==> src/rtl/reg_writeback_sequencer_pkg.sv <==
// Shared constants for the register-file writeback sequencer.
// Register 0 is hardwired and must never be the target of a write.
package reg_writeback_sequencer_pkg;
  localparam int AW_DEF    = 5;
  localparam int DW_DEF    = 32;
  localparam int DEPTH_DEF = 4;
  localparam int REG_ZERO  = 0;
endpackage

==> src/rtl/reg_writeback_sequencer_if.sv <==
// Writeback sources, decode pending queries and register-file write port.
// slave is the sequencer side; master is the environment driving it.
interface reg_writeback_sequencer_if #(
  parameter int AW    = 5,
  parameter int DW    = 32,
  parameter int DEPTH = 4
);
  localparam int CW = $clog2(DEPTH) + 1;

  logic          alu_we;
  logic [AW-1:0] alu_addr;
  logic [DW-1:0] alu_data;
  logic          mem_valid;
  logic          mem_ready;
  logic [AW-1:0] mem_addr;
  logic [DW-1:0] mem_data;
  logic [AW-1:0] q_addr1;
  logic [AW-1:0] q_addr2;
  logic          q_pend1;
  logic          q_pend2;
  logic [CW-1:0] fifo_count;
  logic          RegWrite;
  logic [AW-1:0] A3;
  logic [DW-1:0] WD3;

  modport slave (
    input  alu_we, alu_addr, alu_data, mem_valid, mem_addr, mem_data, q_addr1, q_addr2,
    output mem_ready, q_pend1, q_pend2, fifo_count, RegWrite, A3, WD3
  );

  modport master (
    output alu_we, alu_addr, alu_data, mem_valid, mem_addr, mem_data, q_addr1, q_addr2,
    input  mem_ready, q_pend1, q_pend2, fifo_count, RegWrite, A3, WD3
  );
endinterface

==> src/rtl/reg_writeback_sequencer_wb_fifo.sv <==
// DEPTH-entry writeback queue with per-entry live bits, address kill and
// address match queries. Occupancy is derived from pointers and count.
module reg_writeback_sequencer_wb_fifo #(
  parameter int DEPTH = 4,
  parameter int AW    = 5,
  parameter int DW    = 32,
  localparam int PW   = $clog2(DEPTH),
  localparam int CW   = PW + 1
) (
  input  logic          clk,
  input  logic          reset,
  input  logic          push,
  input  logic [AW-1:0] push_addr,
  input  logic [DW-1:0] push_data,
  input  logic          push_live,
  input  logic          pop,
  input  logic          kill,
  input  logic [AW-1:0] kill_addr,
  input  logic [AW-1:0] q_addr1,
  input  logic [AW-1:0] q_addr2,
  output logic [AW-1:0] head_addr,
  output logic [DW-1:0] head_data,
  output logic          head_live,
  output logic [CW-1:0] count,
  output logic          q_match1,
  output logic          q_match2
);
  logic [AW-1:0]    addr_q [DEPTH];
  logic [DW-1:0]    data_q [DEPTH];
  logic [DEPTH-1:0] live_q;
  logic [PW-1:0]    rd_ptr;
  logic [PW-1:0]    wr_ptr;
  logic [CW-1:0]    count_q;
  logic [DEPTH-1:0] occupied;
  logic [DEPTH-1:0] hit1;
  logic [DEPTH-1:0] hit2;
  logic [PW-1:0]    off;

  // An entry is occupied when its distance from the read pointer is below count.
  always_comb begin
    occupied = '0;
    hit1     = '0;
    hit2     = '0;
    off      = '0;
    for (int i = 0; i < DEPTH; i++) begin
      off         = PW'(i) - rd_ptr;
      occupied[i] = {1'b0, off} < count_q;
      hit1[i]     = addr_q[i] == q_addr1;
      hit2[i]     = addr_q[i] == q_addr2;
    end
  end

  always_ff @(posedge clk) begin
    if (reset) begin
      live_q  <= '0;
      rd_ptr  <= '0;
      wr_ptr  <= '0;
      count_q <= '0;
    end else begin
      for (int i = 0; i < DEPTH; i++) begin
        if (kill && occupied[i] && addr_q[i] == kill_addr) live_q[i] <= 1'b0;
      end
      if (push) begin
        live_q[wr_ptr] <= push_live;
        wr_ptr         <= wr_ptr + 1'b1;
      end
      if (pop) rd_ptr <= rd_ptr + 1'b1;
      case ({push, pop})
        2'b10:   count_q <= count_q + 1'b1;
        2'b01:   count_q <= count_q - 1'b1;
        default: count_q <= count_q;
      endcase
    end
  end

  always_ff @(posedge clk) begin
    if (push) begin
      addr_q[wr_ptr] <= push_addr;
      data_q[wr_ptr] <= push_data;
    end
  end

  assign head_addr = addr_q[rd_ptr];
  assign head_data = data_q[rd_ptr];
  assign head_live = live_q[rd_ptr];
  assign count     = count_q;
  assign q_match1  = |(occupied & live_q & hit1);
  assign q_match2  = |(occupied & live_q & hit2);
endmodule

==> src/rtl/reg_writeback_sequencer.sv <==
// Sole writer of the register-file port: ALU results take priority, queued
// memory/multiply results drain when the ALU is idle.
module reg_writeback_sequencer
  import reg_writeback_sequencer_pkg::*;
#(
  parameter int DEPTH = DEPTH_DEF,
  parameter int AW    = AW_DEF,
  parameter int DW    = DW_DEF,
  localparam int CW   = $clog2(DEPTH) + 1
) (
  input logic                      clk,
  input logic                      reset,
  reg_writeback_sequencer_if.slave bus
);
  localparam logic [AW-1:0] ZERO = AW'(REG_ZERO);

  logic          alu_issue;
  logic          push;
  logic          push_live;
  logic          pop;
  logic [AW-1:0] head_addr;
  logic [DW-1:0] head_data;
  logic          head_live;
  logic [CW-1:0] count;
  logic          q_match1;
  logic          q_match2;
  logic          reg_we;
  logic [AW-1:0] reg_addr;
  logic [DW-1:0] reg_data;

  assign alu_issue     = bus.alu_we && bus.alu_addr != ZERO;
  assign bus.mem_ready = count < CW'(DEPTH);
  assign push          = bus.mem_valid && bus.mem_ready;
  // A same-cycle ALU write to the same register is younger and supersedes it.
  assign push_live     = bus.mem_addr != ZERO && !(bus.alu_we && bus.alu_addr == bus.mem_addr);
  assign pop           = !alu_issue && count != '0;

  reg_writeback_sequencer_wb_fifo #(.DEPTH(DEPTH), .AW(AW), .DW(DW)) u_fifo (
    .clk       (clk),
    .reset     (reset),
    .push      (push),
    .push_addr (bus.mem_addr),
    .push_data (bus.mem_data),
    .push_live (push_live),
    .pop       (pop),
    .kill      (alu_issue),
    .kill_addr (bus.alu_addr),
    .q_addr1   (bus.q_addr1),
    .q_addr2   (bus.q_addr2),
    .head_addr (head_addr),
    .head_data (head_data),
    .head_live (head_live),
    .count     (count),
    .q_match1  (q_match1),
    .q_match2  (q_match2)
  );

  always_ff @(posedge clk) begin
    if (reset) begin
      reg_we   <= 1'b0;
      reg_addr <= '0;
      reg_data <= '0;
    end else if (alu_issue) begin
      reg_we   <= 1'b1;
      reg_addr <= bus.alu_addr;
      reg_data <= bus.alu_data;
    end else if (pop && head_live) begin
      reg_we   <= 1'b1;
      reg_addr <= head_addr;
      reg_data <= head_data;
    end else begin
      reg_we   <= 1'b0;
    end
  end

  assign bus.RegWrite   = reg_we;
  assign bus.A3         = reg_addr;
  assign bus.WD3        = reg_data;
  assign bus.fifo_count = count;
  assign bus.q_pend1    = bus.q_addr1 != ZERO && q_match1;
  assign bus.q_pend2    = bus.q_addr2 != ZERO && q_match2;
endmodule

==> src/flat_wrapper.sv <==
// flat-port wrapper written by rule: the top's interface ports become plain ports
module reg_writeback_sequencer_flat import reg_writeback_sequencer_pkg::*;
#(
  parameter int DEPTH = DEPTH_DEF,
  parameter int AW    = AW_DEF,
  parameter int DW    = DW_DEF,
  localparam int CW   = $clog2(DEPTH) + 1
)
  (clk, reset, bus_alu_we, bus_alu_addr, bus_alu_data, bus_mem_valid, bus_mem_addr, bus_mem_data, bus_q_addr1, bus_q_addr2, bus_mem_ready, bus_q_pend1, bus_q_pend2, bus_fifo_count, bus_RegWrite, bus_A3, bus_WD3);
  reg_writeback_sequencer_if #(.AW(AW), .DW(DW), .DEPTH(DEPTH)) bus_i ();
  input logic clk;
  input logic reset;
  input wire logic [$bits(bus_i.alu_we)-1:0] bus_alu_we;
  input wire logic [$bits(bus_i.alu_addr)-1:0] bus_alu_addr;
  input wire logic [$bits(bus_i.alu_data)-1:0] bus_alu_data;
  input wire logic [$bits(bus_i.mem_valid)-1:0] bus_mem_valid;
  input wire logic [$bits(bus_i.mem_addr)-1:0] bus_mem_addr;
  input wire logic [$bits(bus_i.mem_data)-1:0] bus_mem_data;
  input wire logic [$bits(bus_i.q_addr1)-1:0] bus_q_addr1;
  input wire logic [$bits(bus_i.q_addr2)-1:0] bus_q_addr2;
  output wire logic [$bits(bus_i.mem_ready)-1:0] bus_mem_ready;
  output wire logic [$bits(bus_i.q_pend1)-1:0] bus_q_pend1;
  output wire logic [$bits(bus_i.q_pend2)-1:0] bus_q_pend2;
  output wire logic [$bits(bus_i.fifo_count)-1:0] bus_fifo_count;
  output wire logic [$bits(bus_i.RegWrite)-1:0] bus_RegWrite;
  output wire logic [$bits(bus_i.A3)-1:0] bus_A3;
  output wire logic [$bits(bus_i.WD3)-1:0] bus_WD3;
  assign bus_i.alu_we = bus_alu_we;
  assign bus_i.alu_addr = bus_alu_addr;
  assign bus_i.alu_data = bus_alu_data;
  assign bus_i.mem_valid = bus_mem_valid;
  assign bus_i.mem_addr = bus_mem_addr;
  assign bus_i.mem_data = bus_mem_data;
  assign bus_i.q_addr1 = bus_q_addr1;
  assign bus_i.q_addr2 = bus_q_addr2;
  assign bus_mem_ready = bus_i.mem_ready;
  assign bus_q_pend1 = bus_i.q_pend1;
  assign bus_q_pend2 = bus_i.q_pend2;
  assign bus_fifo_count = bus_i.fifo_count;
  assign bus_RegWrite = bus_i.RegWrite;
  assign bus_A3 = bus_i.A3;
  assign bus_WD3 = bus_i.WD3;
  reg_writeback_sequencer #(.DEPTH(DEPTH), .AW(AW), .DW(DW)) u_core (.clk(clk), .reset(reset), .bus(bus_i));
endmodule
==> config.mk <==
export PLATFORM = sky130hd
export DESIGN_NAME = reg_writeback_sequencer_flat
export DESIGN_NICKNAME = d
export VERILOG_FILES = /design/src/rtl/reg_writeback_sequencer_pkg.sv /design/src/rtl/reg_writeback_sequencer_if.sv /design/src/rtl/reg_writeback_sequencer_wb_fifo.sv /design/src/rtl/reg_writeback_sequencer.sv /design/src/flat_wrapper.sv
export SDC_FILE = /design/constraint.sdc
export NUM_CORES = 1
export LEC_CHECK = 0
export ABC_AREA = 1
export BUFFER_PORTS_ARGS = -buffer_cell sky130_fd_sc_hd__buf_2
export CORE_UTILIZATION = 62
export CTS_CLUSTER_SIZE = 40
export DETAILED_ROUTE_END_ITERATION = 8
export PLACE_DENSITY_LB_ADDON = 0.15
export SLEW_MARGIN = 5
export SYNTH_ARGS = -nofsm -noshare
export SYNTH_HDL_FRONTEND = slang
export SYNTH_HIERARCHICAL = 1
export SYNTH_SLANG_ARGS = --single-unit
export TNS_END_PERCENT = 50
==> constraint.sdc <==
create_clock -name clk -period 5.5 [get_ports clk]
set_input_delay 0.55 -clock clk [delete_from_list [all_inputs] [get_ports clk]]
set_output_delay 0.55 -clock clk [all_outputs]
set_load 0.005 [all_outputs]
==> Flow_metrics.wiki, run 1 <==
{| class="wikitable"
! Metric !! Value
|-
| Outcome || finished, final reports clean
|-
| First-pass iteration count of the detailed router || 5
|-
| Number of buffers inserted during clock tree synthesis || 17
|-
| Synthesized instance count || 1020
|-
| Top cell type's share of synthesized area || 45.30%
|-
| Tightest hold margin || 0.3235 ns
|-
| Post-detailed-route wirelength per cell || 16.78 um
|-
| Pin count of the biggest net entering global routing || 79
|-
| Via count of the routed design || 7564
|-
| Layout-stage area growth over the synthesis result || 12.66%
|-
| Final Slew Violations || 0
|-
| CTS Hold Buffers Added || 0
|-
| CP Cell Sequence || inv_2 > nand2_1 > nand2_1 > ha_1 > nand2_2 > nand2_2 > a21oi_1 > nand2_1 > nand4_1 > o21ai_0 > inv_1 > buf_2
|-
| Global route overflow || 0
|-
| Global-route wire length before repair || 35210 um
|-
| Non-filler instance count after layout || 1343
|-
| Maximum frequency from static timing analysis || 0.3507 GHz
|-
| Post-Route WL || 22530 um
|-
| Number of setup violations in the final report || 0
|-
| Final TNS setup || 0 ns
|-
| Clock latency of the later-clocked register in the worst-skew pair || 0.43 ns
|-
| Effective utilization at floorplan || 64.06%
|-
| Power density cells || 389.7 nW/um2
|-
| Transition time at the pin with the least slew margin || 1.128 ns
|-
| Port-buffer cells || 131
|-
| Area of combinational cells with multiple inputs || 3578 um2
|-
| Number of top-level design ports || 132
|-
| Fraction of layout instances using a drive strength above 1 || 22.97%
|-
| Initial antenna violation count || 1
|-
| Setup fix buffers added after clock tree synthesis || 0
|-
| Post-cts repair resize count || 0
|-
| Worst path max stage delay || 0.46 ns
|-
| Placer's final routability congestion estimate || 0.9177
|-
| Critical path type || register to output pin
|-
| Post-synthesis average cell area || 9.618 um2
|-
| Leading post-synthesis cells by cell area || edfxtp_1, dfxtp_1, nand2_1, nand3_1, nor2_1
|-
| Total track usage || 28.59%
|-
| Antenna diode count || 0
|-
| FF+latch area || 5466 um2
|-
| Reported leakage power || 4.557 nW
|-
| Fill count || 1192
|-
| Critical path capture point type || output pin
|-
| Synth cell types || 32
|-
| Vias in the first global route || 6743
|-
| Startpoint type of the worst setup path || register
|-
| #FFs+latches synth || 199
|-
| Critical Path RT || 4.95 ns
|-
| Number of nets still failing antenna checks after routing || 0
|-
| Cell count after placement || 1311
|-
| Die Y || 127.8 um
|-
| Clock H-tree levels || 4
|-
| Number of sinks on the clock net || 199
|-
| CTS tree || yes
|-
| Number of max-cap violations || 0
|-
| Critical Path Most Common Cell || nand2_1
|-
| Nets in the synthesized netlist || 1118
|-
| Min-Delay Path Class || primary input to register
|-
| Die extent in x || 127.8 um
|-
| Final HPWL from detailed placement || 14470 um
|-
| Row count || 45
|-
| Area enclosed by the die boundary || 16330 um2
|-
| Core box area || 15310 um2
|-
| Clock root buffer || clkbuf_16
|-
| Yosys warnings || 6
|-
| Portion of the clock cycle consumed by the worst path in the final layout || 51.84%
|-
| Worst setup skew after layout || 0.006952 ns
|-
| Via density per instance || 5.632
|-
| CP Data Arrival Time || 2.30 ns
|-
| Netlist Area Pre-Place || 9811 um2
|-
| Initial DRC count || 753
|-
| Post-synthesis sequential area ratio || 55.71%
|-
| Maximum clock path buffer count || 2
|-
| Slowest library cell on the worst path || dfxtp_1
|-
| Worst vdd ir || 0.3402 mV
|-
| Maximum fanout along the worst path || 7
|-
| Minimum period implied by the final worst setup slack || 2.851 ns
|-
| Dominant cell type by area after synthesis || edfxtp_1
|-
| Clock transition at the registers of the reported paths || 0.07 ns
|-
| RSZ-0062 raised after global routing || no
|-
| Max-slew headroom || 24.52%
|-
| Remaining DRCs || 0
|-
| Final hold violation count || 0
|-
| Number of nets in the final layout || 1217
|}
-- power breakdown --
part / switching, mW / internal (mW)
clock: 0.580 / 0.735
sequential: 0.0907 / 1.79
combinational: 0.771 / 0.338
total: 1.44 / 2.86
-- cell type report --
type                            instances  area share (%)
Multi-Input combinational cell        661           32.37
Sequential cell                       199           49.46
Timing Repair Buffer                  142           6.679
Inverter                               98           3.351
Clock inverter                         15           1.902
Clock buffer                           17           3.849
Tap cell                              211           2.388
-- through the flow --
stage / cell area [um2] / power [mW] / setup slack (ns) / util (%)
global placement: 10420 / 2.986 / 2.893 / 68.02
CTS: 11050 / 4.303 / 2.637 / 72.17
detailed placement: 10420 / 3.005 / 2.842 / 68.02
finish: 11050 / 4.307 / 2.649 / 72.17
floorplan: 9811 / 2.705 / 3.003 / -
global route: 11050 / 4.512 / 2.345 / 72.17
-- sequential cells by signal, indices dropped and copies added (netlist names), named ones only --
register / cells
u_core/bus.A3: 5
u_core/bus.WD3: 32
u_core/u_fifo/addr_q: 20
u_core/bus.RegWrite: 1
u_core/u_fifo/wr_ptr: 2
u_core/u_fifo/data_q: 128
u_core/u_fifo/count: 3
u_core/u_fifo/rd_ptr: 2
u_core/u_fifo/live_q: 4
-- Yosys cell counts, drive strengths merged --
library cell	number
o22ai	34
inv	98
fa	1
xnor2	28
buf	43
edfxtp	148
and2	1
or2	1
ha	9
a31oi	1
nand3	128
o21ai	81
xor2	12
nor2	115
a21oi	68
dfxtp	51
clkbuf	19
nand2	173
nand4	4
nor3	4
o221ai	1
-- critical path: cells and delay by family (launching register included) --
kind	cells	cell delay [ns]
and+or+nand+nor	6	0.46
buffers and inverters	3	0.24
DFF	1	0.46
AOI/OAI and AO/OA	2	0.42
adders and majority gates	1	0.29
-- cell usage in the layout (no fill, tap or decap), types with 34 or more instances in the layout --
cell      netlist  layout
nand2_1       168     167
edfxtp_1      148     148
buf_2          24     131
nor2_1        115     115
inv_1          93      93
nand3_1        91      91
o21ai_0        78      78
dfxtp_1        51      50
nand3_2        37      37
a21oi_2        35      35
o22ai_1        34      34
-- path summary, 6_finish.rpt --
check                                       start                                    end  slack [ns]  cells after the start
max          u_core/u_fifo/rd_ptr[0]$_SDFFE_PP0P_                            bus_q_pend1        2.65                     12
min                              bus_mem_data[25]  u_core/u_fifo/data_q[0][25]$_DFFE_PP_        0.32                      1
max reg2reg  u_core/u_fifo/rd_ptr[1]$_SDFFE_PP0P_        u_core/bus.WD3[11]$_SDFFE_PP0P_        3.05                      7
min reg2reg         u_core/bus.A3[2]$_SDFFE_PP0P_          u_core/bus.A3[2]$_SDFFE_PP0P_        0.48                      2
-- routing by layer --
layer | vias up | wire [um] | global-route usage [%]
met3 | 38 | 1970 | 5.175
met1 | 3530 | 10340 | 42.89
met4 | 2 | 378 | 10.87
met5 | - | 10 | 0
met2 | 344 | 9833 | 41.53
li1 | 3650 | - | -
-- cell families after synthesis --
group | count (synthesis) | synth area share (%)
simple gates | 426 | 20.15
flops | 199 | 55.71
compound gates | 185 | 11.26
buf+inv | 160 | 7.958
xor+xnor | 40 | 3.571
fa+ha+maj | 10 | 1.352
(Power assumes the default switching activity.)
==> run 2: changes to the inputs <==
--- a/config.mk
+++ b/config.mk
@@ -7,7 +7,7 @@
 export LEC_CHECK = 0
 export ABC_AREA = 1
 export BUFFER_PORTS_ARGS = -buffer_cell sky130_fd_sc_hd__buf_2
-export CORE_UTILIZATION = 62
+export CORE_UTILIZATION = 58
 export CTS_CLUSTER_SIZE = 40
 export DETAILED_ROUTE_END_ITERATION = 8
 export PLACE_DENSITY_LB_ADDON = 0.15
==> constraint.sdc (replaced) <==
create_clock -name clk -period 2.93 [get_ports clk]
set_input_delay 0.293 -clock clk [delete_from_list [all_inputs] [get_ports clk]]
set_output_delay 0.293 -clock clk [all_outputs]
set_load 0.005 [all_outputs]
==> Flow_metrics.wiki, run 2 (synthesis results as in run 1) <==
{| class="wikitable"
! Metric !! Value
|-
| Final Slew Violations || 0
|-
| Initial DRC count || 799
|-
| Critical path capture point type || output pin
|-
| First-pass iteration count of the detailed router || 6
|-
| Fill count || 1380
|-
| Most common cell after layout, fill and taps aside || nand2_1
|-
| Number of setup violations in the final report || 0
|-
| Layout-stage area growth over the synthesis result || 12.66%
|-
| Clock power frac || 28.0%
|-
| Area of combinational cells with multiple inputs || 3590 um2
|-
| Final TNS setup || 0 ns
|-
| Transition time at the pin with the least slew margin || 0.9876 ns
|-
| Initial antenna violation count || 3
|-
| Critical path type || register to output pin
|-
| Switching Fraction || 33.83%
|-
| Post-cts repair resize count || 0
|-
| Clock H-tree levels || 4
|-
| Outcome || finished, final reports clean
|-
| Number of top-level design ports || 132
|-
| Via density per instance || 5.517
|-
| Global-route wire length before repair || 37260 um
|-
| Reported leakage power || 4.561 nW
|-
| Pin count of the biggest net entering global routing || 79
|-
| Number of nets in the final layout || 1222
|-
| Core box area || 16520 um2
|-
| CP Data Arrival Time || 2.41 ns
|-
| Worst setup skew after layout || 0.007964 ns
|-
| Number of sinks on the clock net || 199
|-
| Min-Delay Path Class || primary input to register
|-
| Max-slew headroom || 34.16%
|-
| Maximum frequency from static timing analysis || 0.3701 GHz
|-
| Portion of the clock cycle consumed by the worst path in the final layout || 92.21%
|-
| Final hold violation count || 0
|-
| Clock latency of the later-clocked register in the worst-skew pair || 0.43 ns
|-
| Most flop-heavy register || u_core/u_fifo/data_q
|-
| Commonest cells after routing, fill and taps aside || nand2_1, edfxtp_1, buf_2
|-
| Post-Route WL || 23520 um
|-
| Die Y || 132.1 um
|-
| Combinational power share || 26.9%
|-
| Global route overflow || 0
|-
| Maximum fanout along the worst path || 6
|-
| Via count of the routed design || 7503
|-
| Final HPWL from detailed placement || 14470 um
|-
| Post-detailed-route wirelength per cell || 17.29 um
|-
| Startpoint type of the worst setup path || register
|-
| Number of flip-flops in the largest register || 128
|-
| Row count || 47
|-
| Effective utilization at floorplan || 59.37%
|-
| Die extent in x || 132.1 um
|-
| Number of nets still failing antenna checks after routing || 0
|-
| Fraction of layout instances using a drive strength above 1 || 23.13%
|-
| Maximum clock path buffer count || 2
|-
| Total track usage || 27.76%
|-
| CTS Hold Buffers Added || 0
|-
| Power density cells || 707.9 nW/um2
|-
| Placer's final routability congestion estimate || 0.9304
|-
| Int Power || 5.178 mW
|-
| Minimum period implied by the final worst setup slack || 2.702 ns
|-
| Area enclosed by the die boundary || 17440 um2
|-
| Switching pwr || 2.647 mW
|-
| Worst vdd ir || 0.5391 mV
|-
| Total power consumption of the routed design || 7.824 mW
|-
| Number of buffers inserted during clock tree synthesis || 17
|-
| Vias in the first global route || 6983
|-
| CTS tree || yes
|-
| Fraction of power consumed by sequential logic || 45.1%
|-
| Remaining DRCs || 0
|-
| RSZ-0062 raised after global routing || no
|-
| Number of max-cap violations || 0
|-
| FF+latch area || 5466 um2
|-
| Port-buffer cells || 131
|-
| Setup fix buffers added after clock tree synthesis || 0
|-
| Clock transition at the registers of the reported paths || 0.07 ns
|-
| Critical Path RT || 2.64 ns
|-
| Clock root buffer || clkbuf_16
|}
[run 2: layout make-up]
class	instances	area share, %
well taps	220	2.490
clock buffers	20	4.143
repair buffers	147	7.132
flip-flops and latches	199	49.46
inverters	98	3.351
multi-input cells	661	32.48
diodes	3	0.06792
clock inverters	12	0.8830
[run 2: critical path: stages (launching register included)]
cell and delay, ns:
dfxtp_1 0.33, inv_1 0.18, nand2_1 0.15, nand2_1 0.11
inv_1 0.05, ha_1 0.26, inv_1 0.06, nor2_1 0.03
a21oi_1 0.19, and2_1 0.23, nand3_1 0.08, nand4_1 0.08
o21ai_0 0.09, inv_1 0.05, buf_2 0.10
[run 2: layer usage]
metal,up-vias,GRT usage (%),part of all wire (%)
met3,24,4.037,7.1
met4,0,8.786,1.5
met1,3507,39.37,45
li1,3653,-,-
met5,-,0,0
met2,319,44.27,46
[run 2: final timing paths]
kind                                   startpoint                                     to  slack, ns  cells past startpoint
min reg2reg       u_core/bus.WD3[21]$_SDFFE_PP0P_        u_core/bus.WD3[21]$_SDFFE_PP0P_       0.47                      2
max reg2reg   u_core/u_fifo/count[0]$_SDFFE_PP0P_    u_core/u_fifo/count[2]$_SDFFE_PP0P_       0.88                      9
min                              bus_mem_data[18]  u_core/u_fifo/data_q[2][18]$_DFFE_PP_       0.07                      1
max          u_core/u_fifo/rd_ptr[1]$_SDFFE_PP0P_                            bus_q_pend1       0.23                     14
[run 2: power by group through the flow]
stage               Combinational, mW  Sequential, mW  Clock, mW
global placement                 2.05            3.58          0
CTS                              2.10            3.53       2.22
floorplan                        1.51            3.56          0
detailed placement               2.09            3.59          0
finish                           2.10            3.53       2.19
global route                     2.34            3.56       2.35
[run 2: through the flow]
step                hold slack (ns)  worst slack, ns  area (um2)  utilization (%)  instances
floorplan                    0.3554           0.6901        9811                -       1020
global placement             0.4634           0.6530       10490            63.48       1325
detailed placement           0.4668           0.5884       10490            63.48       1325
CTS                         0.05969           0.2479       11050            66.84       1357
global route                0.06361          0.01743       11050            66.87       1359
finish                      0.07113           0.2281       11050            66.89       1360
